[src/rtl/madd_eval_pkg.sv]
// Shared types and sizes for the multiply-add evaluation sweeper.
// Holds the FSM state encoding, operand/result widths and accumulator widths.
package madd_eval_pkg;

    typedef enum logic [1:0] {
        IDLE,
        SWEEP,
        DONE
    } state_t;

    localparam int unsigned OP_W      = 2;
    localparam int unsigned RES_W     = 4;
    localparam int unsigned VEC_W     = 3 * OP_W;
    localparam int unsigned VEC_COUNT = 64;
    localparam int unsigned CNT_W     = 7;
    localparam int unsigned SUM_W     = 10;

    // Magnitude of (x - y), computed with one extra sign bit so no wrap occurs.
    function automatic logic [RES_W-1:0] abs_diff(input logic [RES_W-1:0] x,
                                                  input logic [RES_W-1:0] y);
        logic signed [RES_W:0] d;
        logic signed [RES_W:0] m;
        d = $signed({1'b0, x}) - $signed({1'b0, y});
        m = d[RES_W] ? -d : d;
        return m[RES_W-1:0];
    endfunction

endpackage

[src/rtl/madd_exact_ref.sv]
// Combinational golden model: exact = a*b + c on the 2-bit fields of vec.
// Field order is a = vec[1:0], b = vec[3:2], c = vec[5:4].
module madd_exact_ref
    import madd_eval_pkg::*;
(
    input  logic [VEC_W-1:0] vec,
    output logic [RES_W-1:0] exact
);

    logic [RES_W-1:0] a;
    logic [RES_W-1:0] b;
    logic [RES_W-1:0] c;

    always_comb begin
        a     = {{(RES_W-OP_W){1'b0}}, vec[OP_W-1:0]};
        b     = {{(RES_W-OP_W){1'b0}}, vec[2*OP_W-1:OP_W]};
        c     = {{(RES_W-OP_W){1'b0}}, vec[3*OP_W-1:2*OP_W]};
        exact = a * b + c;
    end

endmodule

[src/rtl/madd_eval_sweeper.sv]
// Exhaustive error sweeper for an approximate 2x2+2 multiply-add circuit.
// Drives all 64 input vectors, one per cycle, and accumulates error statistics.
module madd_eval_sweeper
    import madd_eval_pkg::*;
#(
    parameter int unsigned ET = 8
) (
    input  logic             clk,
    input  logic             rst_n,
    input  logic             start,
    input  logic             abort,
    output logic [VEC_W-1:0] vec,
    input  logic [RES_W-1:0] approx_out,
    output logic             busy,
    output logic             done,
    output logic [RES_W-1:0] max_err,
    output logic [CNT_W-1:0] err_count,
    output logic [SUM_W-1:0] sum_err,
    output logic             pass,
    output logic             valid
);

    state_t           state;
    state_t           state_next;
    logic [RES_W-1:0] exact;
    logic [RES_W-1:0] err_abs;
    logic             last_vec;

    madd_exact_ref u_exact_ref (
        .vec   (vec),
        .exact (exact)
    );

    assign err_abs  = abs_diff(approx_out, exact);
    assign last_vec = (vec == VEC_W'(VEC_COUNT - 1));

    always_ff @(posedge clk or negedge rst_n) begin
        if (!rst_n) begin
            state <= IDLE;
        end else begin
            state <= state_next;
        end
    end

    always_comb begin
        state_next = state;
        busy       = 1'b0;
        done       = 1'b0;
        case (state)
            IDLE: begin
                if (start) begin
                    state_next = SWEEP;
                end
            end
            SWEEP: begin
                busy = 1'b1;
                if (abort) begin
                    state_next = IDLE;
                end else if (last_vec) begin
                    state_next = DONE;
                end
            end
            DONE: begin
                done       = 1'b1;
                state_next = IDLE;
            end
            default: begin
                state_next = IDLE;
            end
        endcase
    end

    // vec wraps to 0 on its own after the 63rd vector, ready for the next sweep.
    always_ff @(posedge clk or negedge rst_n) begin
        if (!rst_n) begin
            vec       <= '0;
            max_err   <= '0;
            err_count <= '0;
            sum_err   <= '0;
            valid     <= 1'b0;
        end else begin
            case (state)
                IDLE: begin
                    if (start) begin
                        vec       <= '0;
                        max_err   <= '0;
                        err_count <= '0;
                        sum_err   <= '0;
                        valid     <= 1'b0;
                    end
                end
                SWEEP: begin
                    if (abort) begin
                        vec   <= '0;
                        valid <= 1'b0;
                    end else begin
                        vec     <= vec + 1'b1;
                        sum_err <= sum_err + {{(SUM_W-RES_W){1'b0}}, err_abs};
                        if (err_abs > max_err) begin
                            max_err <= err_abs;
                        end
                        if (32'(err_abs) > ET) begin
                            err_count <= err_count + 1'b1;
                        end
                        if (last_vec) begin
                            valid <= 1'b1;
                        end
                    end
                end
                default: ;
            endcase
        end
    end

    assign pass = valid && (err_count == '0);

endmodule

[config.mk]
export PLATFORM = sky130hd
export DESIGN_NAME = madd_eval_sweeper
export DESIGN_NICKNAME = d
export VERILOG_FILES = /design/src/rtl/madd_eval_pkg.sv /design/src/rtl/madd_exact_ref.sv /design/src/rtl/madd_eval_sweeper.sv
export SDC_FILE = /design/constraint.sdc
export NUM_CORES = 1
export LEC_CHECK = 0
export BUFFER_PORTS_ARGS = -buffer_cell sky130_fd_sc_hd__buf_4
export CAP_MARGIN = 30
export CORE_UTILIZATION = 60
export DETAILED_ROUTE_END_ITERATION = 16
export GPL_ROUTABILITY_DRIVEN = 0
export PLACE_DENSITY = 0.9
export SYNTH_ARGS = -nofsm -noshare
export SYNTH_HDL_FRONTEND = slang
export SYNTH_SLANG_ARGS = --single-unit
[constraint.sdc]
create_clock -name clk -period 8.3 [get_ports clk]
set_input_delay 1.66 -clock clk [delete_from_list [all_inputs] [get_ports clk]]
set_output_delay 1.66 -clock clk [all_outputs]
set_load 0.02 [all_outputs]
==> metrics.cfg, run 1 <==
[floorplan]
die_y_um = 61.3
die_w_um = 61.3
ioPinCount = 39
core_sq_um = 3360
floorplan.initialDensity_pct = 62.7
core.rowCount = 21
die_area_sq_um = 3750

[clock_network]
post-cts-setup-buffer-count = 0
number_of_buffers_on_the_longest_clock_path = 2
post_cts_resized = 0
postCtsHoldBufs = 0
clock_latency_ns = 0.34
tritoncts = yes
clock-sinks = 30
ctsRootBufferMaster = sky130_fd_sc_hd__clkbuf_4
path_clk_slew_ns = 0.09
h-tree-depth = 2
tritoncts.num_buffers = 5

[detailed_routing]
detail_route.vias_per_cell = 5.57
remaining_drc_errors = 0
postRouteWirelength_um = 4410
initialDrtViolationCount = 146
ant_nets = 0
first_pass_iters = 4
post_drt_wl_per_cell_um = 14.1
via_count = 1738

[timing]
timing.final.setup_violations = 0
count_of_final_hold_check_violations = 0
fin_ws_ns = 3.61
setup_tns_ns = 0
timing.hold.ws_ns = 0.539
achievable-frequency_mhz = 213
fin_worst_skew_ns = 0.00412
maxSlewHeadroom_pct = 59.9
drv_slew = 0
rsz0062_at_grt = no
max_slew.worst_pin.slew_ns = 0.600
final.min_clock_period_ns = 4.69
period_share_pct = 56.5

[critical_path]
flop2flop_setup_slack_ns = 3.61
worst_ep_required_time_ns = 8.51
path_max_fanout = 7
worstReg2RegStart = vec[1]$_DFFE_PN0P_
timing.rr.end = sum_err[8]$_DFFE_PN0P_
critPathLaunchType = register
ff2ff_path_depth = 18
timing.critical_path.arrival_ns = 4.90
timing_worst_setup_path_type = register to register
element_type_at_the_critical_path_end = register

[global_routing]
grt_use_total_pct = 26.8
via_count_of_the_first_global_routing_pass = 1574
number_of_antenna_violations_at_the_first_check_in_global_routing = 0
grt_pass1_wl_um = 7060
grt_max_degree = 31
globalRoute.totalOverflow = 0

[finish]
layout-drive-gt1-share_pct = 21.4
area_growth_syn_to_layout_pct = 19.8
nets = 297
layout.cells.most_common = sky130_fd_sc_hd__buf_4
antennaDiodeCount = 0
mostFrequentLayoutCells = 38 x sky130_fd_sc_hd__buf_4, 30 x sky130_fd_sc_hd__dfrtp_1, 28 x sky130_fd_sc_hd__nand2_1, 19 x sky130_fd_sc_hd__nor2_1, 19 x sky130_fd_sc_hd__ha_1
fillers = 245
fin_util_pct = 75.1

[synth]
synth_top_area_share_pct = 35.6
synth-seq-area-share_pct = 35.6
post_synth_net_total = 254
yosys_most_used_dff = sky130_fd_sc_hd__dfrtp_1
synthesis.area_per_instance_sq_um = 9.45
synth.largest_area_cell = sky130_fd_sc_hd__dfrtp_1
synth_enable_flop_cells = 0
netlist-cell-type-count = 50
syn_inst = 223
mappedNetlistArea_sq_um = 2110
synth_seq_cells = 30
async_flop_share_pct = 100
yosys_warnings = 0
netlist_top_cells_area = sky130_fd_sc_hd__dfrtp_1 36%, sky130_fd_sc_hd__ha_1 11%, sky130_fd_sc_hd__nand2_1 5.0%

[placed_design]
placement.setup.worst_slack_ns = 3.39
io_buffer_count = 38
dp_hpwl_um = 3390

[min_path]
hp-start = sum_err[0]$_DFFE_PN0P_
timing.hold.worst_endpoint = sum_err[0]$_DFFE_PN0P_
hold_class = register to register
worst_hold_depth = 2

[power_and_ir_drop]
design_power_total_w = 0.000513
power.ir.vdd_worst_mv = 0.156
p_leak_nw = 1.33
power_per_cell_area_nw_per_um2 = 203

[job]
drv.max_cap_violation_count = 0

[status]
outcome = completed

[sequential cells by signal (all words and copies together) (netlist names)]
| register | count |
|---|---|
| valid | 1 |
| state | 2 |
| vec | 6 |
| err_count | 7 |
| sum_err | 10 |
| max_err | 4 |
[how the worst max path moves through the flow]
stage,startpoint,to,slack (ns),cells after the start
after floorplan,approx_out[0],sum_err[8]$_DFFE_PN0P_,3.79,14
after global routing,vec[1]$_DFFE_PN0P_,sum_err[8]$_DFFE_PN0P_,3.28,18
after global placement,approx_out[0],max_err[2]$_DFFE_PN0P_,3.52,14
after CTS,vec[1]$_DFFE_PN0P_,sum_err[8]$_DFFE_PN0P_,3.63,18
final,vec[1]$_DFFE_PN0P_,sum_err[8]$_DFFE_PN0P_,3.61,18
after detailed placement,approx_out[0],sum_err[8]$_DFFE_PN0P_,3.39,15
[logic make-up (layout without fill, tap and decap cells)]
family	count (synthesis)	after routing	share of synthesized area [%]
flip-flops	30	30	35.6
XOR/XNOR	13	13	6.65
multiplexers	9	9	4.33
AND/OR/NAND/NOR	92	92	22.5
adder cells (fa/ha/maj)	23	23	15.1
buffers and inverters	21	64	3.74
AO/OA/AOI/OAI	35	35	12.1
[layer usage]
layer | GRT usage, % | wire (um) | up-vias
met5 | 0 | 0 | -
li1 | - | - | 859
met4 | 9.42 | 85 | 0
met3 | 8.40 | 220 | 9
met2 | 41.5 | 2070 | 48
met1 | 35.5 | 2030 | 822
[power breakdown]
group | switching (W) | total, W | internal (W) | leakage, nW
Clock | 0.0000498 | 0.000120 | 0.0000700 | 0.0443
Sequential | 0.0000264 | 0.000193 | 0.000166 | 0.409
Combinational | 0.000113 | 0.000201 | 0.0000871 | 0.877
Total | 0.000190 | 0.000513 | 0.000324 | 1.33
[through the flow]
stage	std cells	instance area, sq um
3_3_place_gp	305	2440
5_1_grt	312	2520
6_report	312	2520
3_5_place_dp	305	2440
4_1_cts	312	2520
2_1_floorplan	223	2110
[final cells by class]
| cell class | instances | area (sq um) | share of cell area [%] |
|---|---|---|---|
| tap | 46 | 57.6 | 2.28 |
| clock buffer | 6 | 51.3 | 2.03 |
| inverter | 19 | 71.3 | 2.82 |
| clock inverter | 1 | 30.0 | 1.19 |
| multi-input combinational | 172 | 1280 | 50.6 |
| timing repair buffer | 38 | 285 | 11.3 |
| sequential | 30 | 751 | 29.7 |
[cell usage after synthesis, types with 2 or more instances]
cell type	number
sky130_fd_sc_hd__a211oi_1	2
sky130_fd_sc_hd__a21o_1	4
sky130_fd_sc_hd__a21oi_1	9
sky130_fd_sc_hd__a22o_1	2
sky130_fd_sc_hd__a2bb2oi_1	2
sky130_fd_sc_hd__a31oi_1	2
sky130_fd_sc_hd__and2_1	4
sky130_fd_sc_hd__and3_1	5
sky130_fd_sc_hd__clkbuf_1	2
sky130_fd_sc_hd__dfrtp_1	30
sky130_fd_sc_hd__fa_1	4
sky130_fd_sc_hd__ha_1	19
sky130_fd_sc_hd__inv_1	18
sky130_fd_sc_hd__mux2i_1	8
sky130_fd_sc_hd__nand2_1	28
sky130_fd_sc_hd__nand2b_1	9
sky130_fd_sc_hd__nand3_1	7
sky130_fd_sc_hd__nand4_1	3
sky130_fd_sc_hd__nor2_1	19
sky130_fd_sc_hd__o21ai_0	3
sky130_fd_sc_hd__o21ai_1	2
sky130_fd_sc_hd__o32ai_1	2
sky130_fd_sc_hd__or3_1	2
sky130_fd_sc_hd__or4_1	2
sky130_fd_sc_hd__xnor2_1	4
sky130_fd_sc_hd__xor2_1	7
[critical path, cell delays in order, from the launching register on]
cell and delay (ns):
sky130_fd_sc_hd__dfrtp_1 0.45, sky130_fd_sc_hd__nand2_1 0.10, sky130_fd_sc_hd__fa_1 0.51, sky130_fd_sc_hd__inv_1 0.04, sky130_fd_sc_hd__ha_1 0.19, sky130_fd_sc_hd__fa_1 0.48, sky130_fd_sc_hd__inv_1 0.04, sky130_fd_sc_hd__ha_1 0.36
sky130_fd_sc_hd__or2b_1 0.26, sky130_fd_sc_hd__a21oi_1 0.38, sky130_fd_sc_hd__nor2_4 0.10, sky130_fd_sc_hd__xnor2_2 0.28, sky130_fd_sc_hd__inv_1 0.13, sky130_fd_sc_hd__ha_1 0.30, sky130_fd_sc_hd__and3_1 0.16, sky130_fd_sc_hd__a211oi_1 0.39
sky130_fd_sc_hd__nor3_1 0.15, sky130_fd_sc_hd__xnor2_1 0.17, sky130_fd_sc_hd__nor2_1 0.05
Note: power is estimated with default switching activity, not from simulation.
==> inputs of run 2 (changes only) <==
Settings changed: ABC_AREA set to 1, CORE_UTILIZATION 60 to 51, PLACE_DENSITY 0.9 to 0.82.
Clock period 8.3 ns to 4.1 ns, I/O delays scaled along.
==> metrics.cfg, run 2 <==
[detailed_routing]
via_count = 1936  ; was 1738
detail_route.vias_per_cell = 5.11  ; was 5.57
first_pass_iters = 4  ; unchanged
remaining_drc_errors = 0  ; unchanged
postRouteWirelength_um = 4830  ; was 4410 um
initialDrtViolationCount = 131  ; was 146
ant_nets = 0  ; unchanged
post_drt_wl_per_cell_um = 12.8  ; was 14.1 um

[critical_path]
timing.rr.end = sum_err[7]$_DFFE_PN0P_  ; was sum_err[8]$_DFFE_PN0P_
worst_ep_required_time_ns = 4.27  ; was 8.51 ns
timing.critical_path.depth = 23  ; was 18
setup.worst_path.start = vec[1]$_DFFE_PN0P_  ; unchanged
ff2ff_path_depth = 23  ; was 18
path_buf_inv = 5  ; was 3
timing.critical_path.arrival_ns = 4.07  ; was 4.90 ns
timing_worst_setup_path_type = register to register  ; unchanged
slowest_delay_ns = 0.51  ; about the same
flop2flop_setup_slack_ns = 0.20  ; was 3.61 ns
worstReg2RegStart = vec[1]$_DFFE_PN0P_  ; unchanged
crit_family = adder cells  ; unchanged
critical_path.endpoint = sum_err[7]$_DFFE_PN0P_  ; was sum_err[8]$_DFFE_PN0P_
element_type_at_the_critical_path_end = register  ; unchanged
critical_path.cell_chain = nand2_2, fa_1, inv_1, ha_1, fa_1, inv_1, ha_4, inv_1, nand2_1, nand3_2, nand2_1, nand2_1, nand2_1, inv_1, ha_4, nand3_1, nand2_1, inv_1, o21bai_1, nand2_2, nor2_1, xor2_1, nor2_1  ; was nand2_1, fa_1, inv_1, ha_1, fa_1, inv_1, ha_1, or2b_1, a21oi_1, nor2_4, xnor2_2, inv_1, ha_1, and3_1, a211oi_1, nor3_1, xnor2_1, nor2_1
critPathLaunchType = register  ; unchanged
cpMaxStageDelayCell = sky130_fd_sc_hd__fa_1  ; unchanged
path_max_fanout = 7  ; unchanged

[placed_design]
placement.setup.worst_slack_ns = 0.0683  ; was 3.39 ns
placed_cells_incl_taps = 366  ; was 305
dp_hpwl_um = 3570  ; was 3390 um
io_buffer_count = 38  ; unchanged

[power_and_ir_drop]
seq_pwr_share_pct = 34.9  ; was 37.6%
p_leak_nw = 1.44  ; was 1.33 nW
p_comb_share_pct = 43.8  ; was 39.1%
power.ir.vdd_worst_mv = 0.236  ; was 0.156 mV
pwr-share-clk_pct = 21.3  ; was 23.3%
intPower_w = 0.000681  ; was 0.000324 W
design_power_total_w = 0.00114  ; was 0.000513 W
switchingPower_w = 0.000464  ; was 0.000190 W
power_per_cell_area_nw_per_um2 = 417  ; was 203 nW/um^2
sw_frac_of_total_pct = 40.5  ; was 37.0%

[synth]
syn_inst = 277  ; was 223
yosys_most_used_dff = sky130_fd_sc_hd__dfrtp_1  ; unchanged
synth-simple-area-share_pct = 31.5  ; was 22.5%
post_synth_fa_ha_maj_area_fraction_pct = 14.2  ; was 15.1%
synth_seq_cells = 30  ; unchanged
synth.mux.area_fraction_pct = 0  ; was 4.33%
yosys_warnings = 0  ; unchanged
synth_enable_flop_cells = 0  ; unchanged
async_flop_share_pct = 100  ; unchanged
netlist-cell-type-count = 32  ; was 50
synth_compound_area_share_pct = 7.39  ; was 12.1%
netlist_top_cells_area = sky130_fd_sc_hd__dfrtp_1 34%, sky130_fd_sc_hd__ha_1 11%, sky130_fd_sc_hd__nand2_1 10%  ; was sky130_fd_sc_hd__dfrtp_1 36%, sky130_fd_sc_hd__ha_1 11%, sky130_fd_sc_hd__nand2_1 5.0%
largest_family_of_logic_cells_by_synthesized_area = simple AND/OR/NAND/NOR gates  ; unchanged
synth_top_area_share_pct = 33.6  ; was 35.6%
post_synth_net_total = 308  ; was 254
synth-seq-area-share_pct = 33.6  ; was 35.6%
synthesis.area_per_instance_sq_um = 8.07  ; was 9.45 sq um
mappedNetlistArea_sq_um = 2230  ; was 2110 sq um
synth.largest_area_cell = sky130_fd_sc_hd__dfrtp_1  ; unchanged
xor_and_xnor_fraction_of_the_mapped_netlist_area_pct = 4.65  ; was 6.65%
most_frequent_cell_after_synthesis = sky130_fd_sc_hd__nand2_1  ; was sky130_fd_sc_hd__dfrtp_1
post_synth_most_frequent_cells = 60 x sky130_fd_sc_hd__nand2_1, 44 x sky130_fd_sc_hd__inv_1, 30 x sky130_fd_sc_hd__dfrtp_1, 26 x sky130_fd_sc_hd__nor2_1, 20 x sky130_fd_sc_hd__nand3_1  ; was 30 x sky130_fd_sc_hd__dfrtp_1, 28 x sky130_fd_sc_hd__nand2_1, 19 x sky130_fd_sc_hd__ha_1, 19 x sky130_fd_sc_hd__nor2_1, 18 x sky130_fd_sc_hd__inv_1

[clock_network]
tritoncts = yes  ; unchanged
h-tree-depth = 2  ; unchanged
tritoncts.num_buffers = 5  ; unchanged
number_of_buffers_on_the_longest_clock_path = 2  ; unchanged
ctsRootBufferMaster = sky130_fd_sc_hd__clkbuf_8  ; was sky130_fd_sc_hd__clkbuf_4
postCtsHoldBufs = 0  ; unchanged
path_clk_slew_ns = 0.07  ; was 0.09 ns
clock_latency_ns = 0.28  ; was 0.34 ns
clock-sinks = 30  ; unchanged

[global_routing]
grt_use_total_pct = 23.1  ; was 26.8%
grt_max_degree = 31  ; unchanged
number_of_antenna_violations_at_the_first_check_in_global_routing = 0  ; unchanged
globalRoute.totalOverflow = 0  ; unchanged
via_count_of_the_first_global_routing_pass = 1818  ; was 1574
grt_pass1_wl_um = 7990  ; was 7060 um

[timing]
achievable-frequency_mhz = 256  ; was 213 MHz
count_of_final_hold_check_violations = 0  ; unchanged
fin_worst_skew_ns = 0.00584  ; was 0.00412 ns
fin_ws_ns = 0.201  ; was 3.61 ns
max_slew.worst_pin.slew_ns = 0.475  ; was 0.600 ns
final.min_clock_period_ns = 3.90  ; was 4.69 ns
drv_slew = 0  ; unchanged
period_share_pct = 95.1  ; was 56.5%
setup_tns_ns = 0  ; unchanged
timing.final.setup_violations = 0  ; unchanged
maxSlewHeadroom_pct = 68.0  ; was 59.9%

[floorplan]
core.rowCount = 23  ; was 21
die_area_sq_um = 4650  ; was 3750 sq um
die_y_um = 68.2  ; was 61.3 um
ioPinCount = 39  ; unchanged
core_sq_um = 4120  ; was 3360 sq um
die_w_um = 68.2  ; was 61.3 um
floorplan.initialDensity_pct = 54.3  ; was 62.7%

[finish]
layoutNonFillerInstCount = 379  ; was 312
nets = 359  ; was 297
fillers = 346  ; was 245
area_growth_syn_to_layout_pct = 22.8  ; was 19.8%
mostFrequentLayoutCells = 59 x sky130_fd_sc_hd__nand2_1, 45 x sky130_fd_sc_hd__buf_4, 44 x sky130_fd_sc_hd__inv_1, 30 x sky130_fd_sc_hd__dfrtp_1, 26 x sky130_fd_sc_hd__nor2_1  ; was 38 x sky130_fd_sc_hd__buf_4, 30 x sky130_fd_sc_hd__dfrtp_1, 28 x sky130_fd_sc_hd__nand2_1, 19 x sky130_fd_sc_hd__nor2_1, 19 x sky130_fd_sc_hd__ha_1
largest_register_by_flop_count = sum_err  ; unchanged
fin_util_pct = 66.7  ; was 75.1%
largest_reg_flops = 10  ; unchanged
multiInputGateArea_sq_um = 1320  ; was 1280 sq um
largest_registers = sum_err (10), err_count (7), vec (6)  ; unchanged
layout.cells.most_common = sky130_fd_sc_hd__nand2_1  ; was sky130_fd_sc_hd__buf_4
seqCellArea_sq_um = 751  ; unchanged
layout-drive-gt1-share_pct = 24.6  ; was 21.4%
antennaDiodeCount = 0  ; unchanged

[status]
outcome = completed  ; unchanged

[job]
drv.max_cap_violation_count = 0  ; unchanged

[min_path]
hold_class = input port to asynchronous set/reset pin  ; was register to register

## run 2: cell types whose count changed after synthesis, sizes merged, moves of 4 or more
cell and delta:
nand3 +17, nand2b -9, and3 -6, nor2 +14
nor3 +8, inv +28, a21o -4, and2 -4
nand2 +37, mux2i -8
## run 2: worst register-to-register path, delay by kind of cell, from the launching register on
kind	cells	cell delay (ns)
compound gates	1	0.15
fa+ha+maj	5	1.75
buf+inv	5	0.29
flops	1	0.42
xor+xnor	1	0.15
simple gates	11	1.02
## run 2: worst min path at each step
stage,start,to,slack (ns),cells after the start
after floorplan,rst_n,err_count[0]$_DFFE_PN0P_,0.52,0
after global placement,sum_err[2]$_DFFE_PN0P_,sum_err[2]$_DFFE_PN0P_,0.50,2
after detailed placement,sum_err[2]$_DFFE_PN0P_,sum_err[2]$_DFFE_PN0P_,0.51,2
after CTS,rst_n,err_count[4]$_DFFE_PN0P_,0.47,1
after global routing,rst_n,err_count[1]$_DFFE_PN0P_,0.49,1
final,rst_n,err_count[1]$_DFFE_PN0P_,0.46,1
## run 2: power by group through the flow
stage	sequential (W)	combinational (W)	clock, W
2_1_floorplan	0.000451	0.000271	0
3_3_place_gp	0.000400	0.000469	0
3_5_place_dp	0.000402	0.000478	0
4_1_cts	0.000397	0.000483	0.000248
5_1_grt	0.000406	0.000566	0.000259
6_report	0.000399	0.000502	0.000244
## run 2: metrics by stage
step	instance area (sq um)	hold slack [ns]
final	2750	0.458
after detailed placement	2590	0.513
after CTS	2680	0.469
after global routing	2750	0.492
after global placement	2590	0.501
after floorplan	2230	0.524
## run 2: routing by layer
layer / vias to the layer above / global-route usage [%] / share of wire [%]
met5: - / 0 / 0
met1: 900 / 30.2 / 43
met4: 0 / 5.47 / 1.1
met2: 47 / 39.0 / 51
li1: 982 / - / -
met3: 7 / 4.50 / 4.8
## run 2: cells by family after synthesis
logic type,Yosys count
AND/OR/NAND/NOR,139
buffers and inverters,48
flip-flops,30
adder cells (fa/ha/maj),23
XOR/XNOR,11
AO/OA/AOI/OAI,26
## run 2: timing repair
item / 4_1_cts / 5_1_grt
gates resized for setup: 0 / 6
endpoints found under the setup margin: 0 / 10
buffers inserted: 0 / 5
## run 2: cell type report
class                   count  share of cell area, %
clock buffers               7                   3.14
clock inverters             1                  0.182
inverters                  47                   6.61
multi-input cells         199                   48.1
flip-flops and latches     30                   27.3
well taps                  50                   2.28
repair buffers             45                   12.3
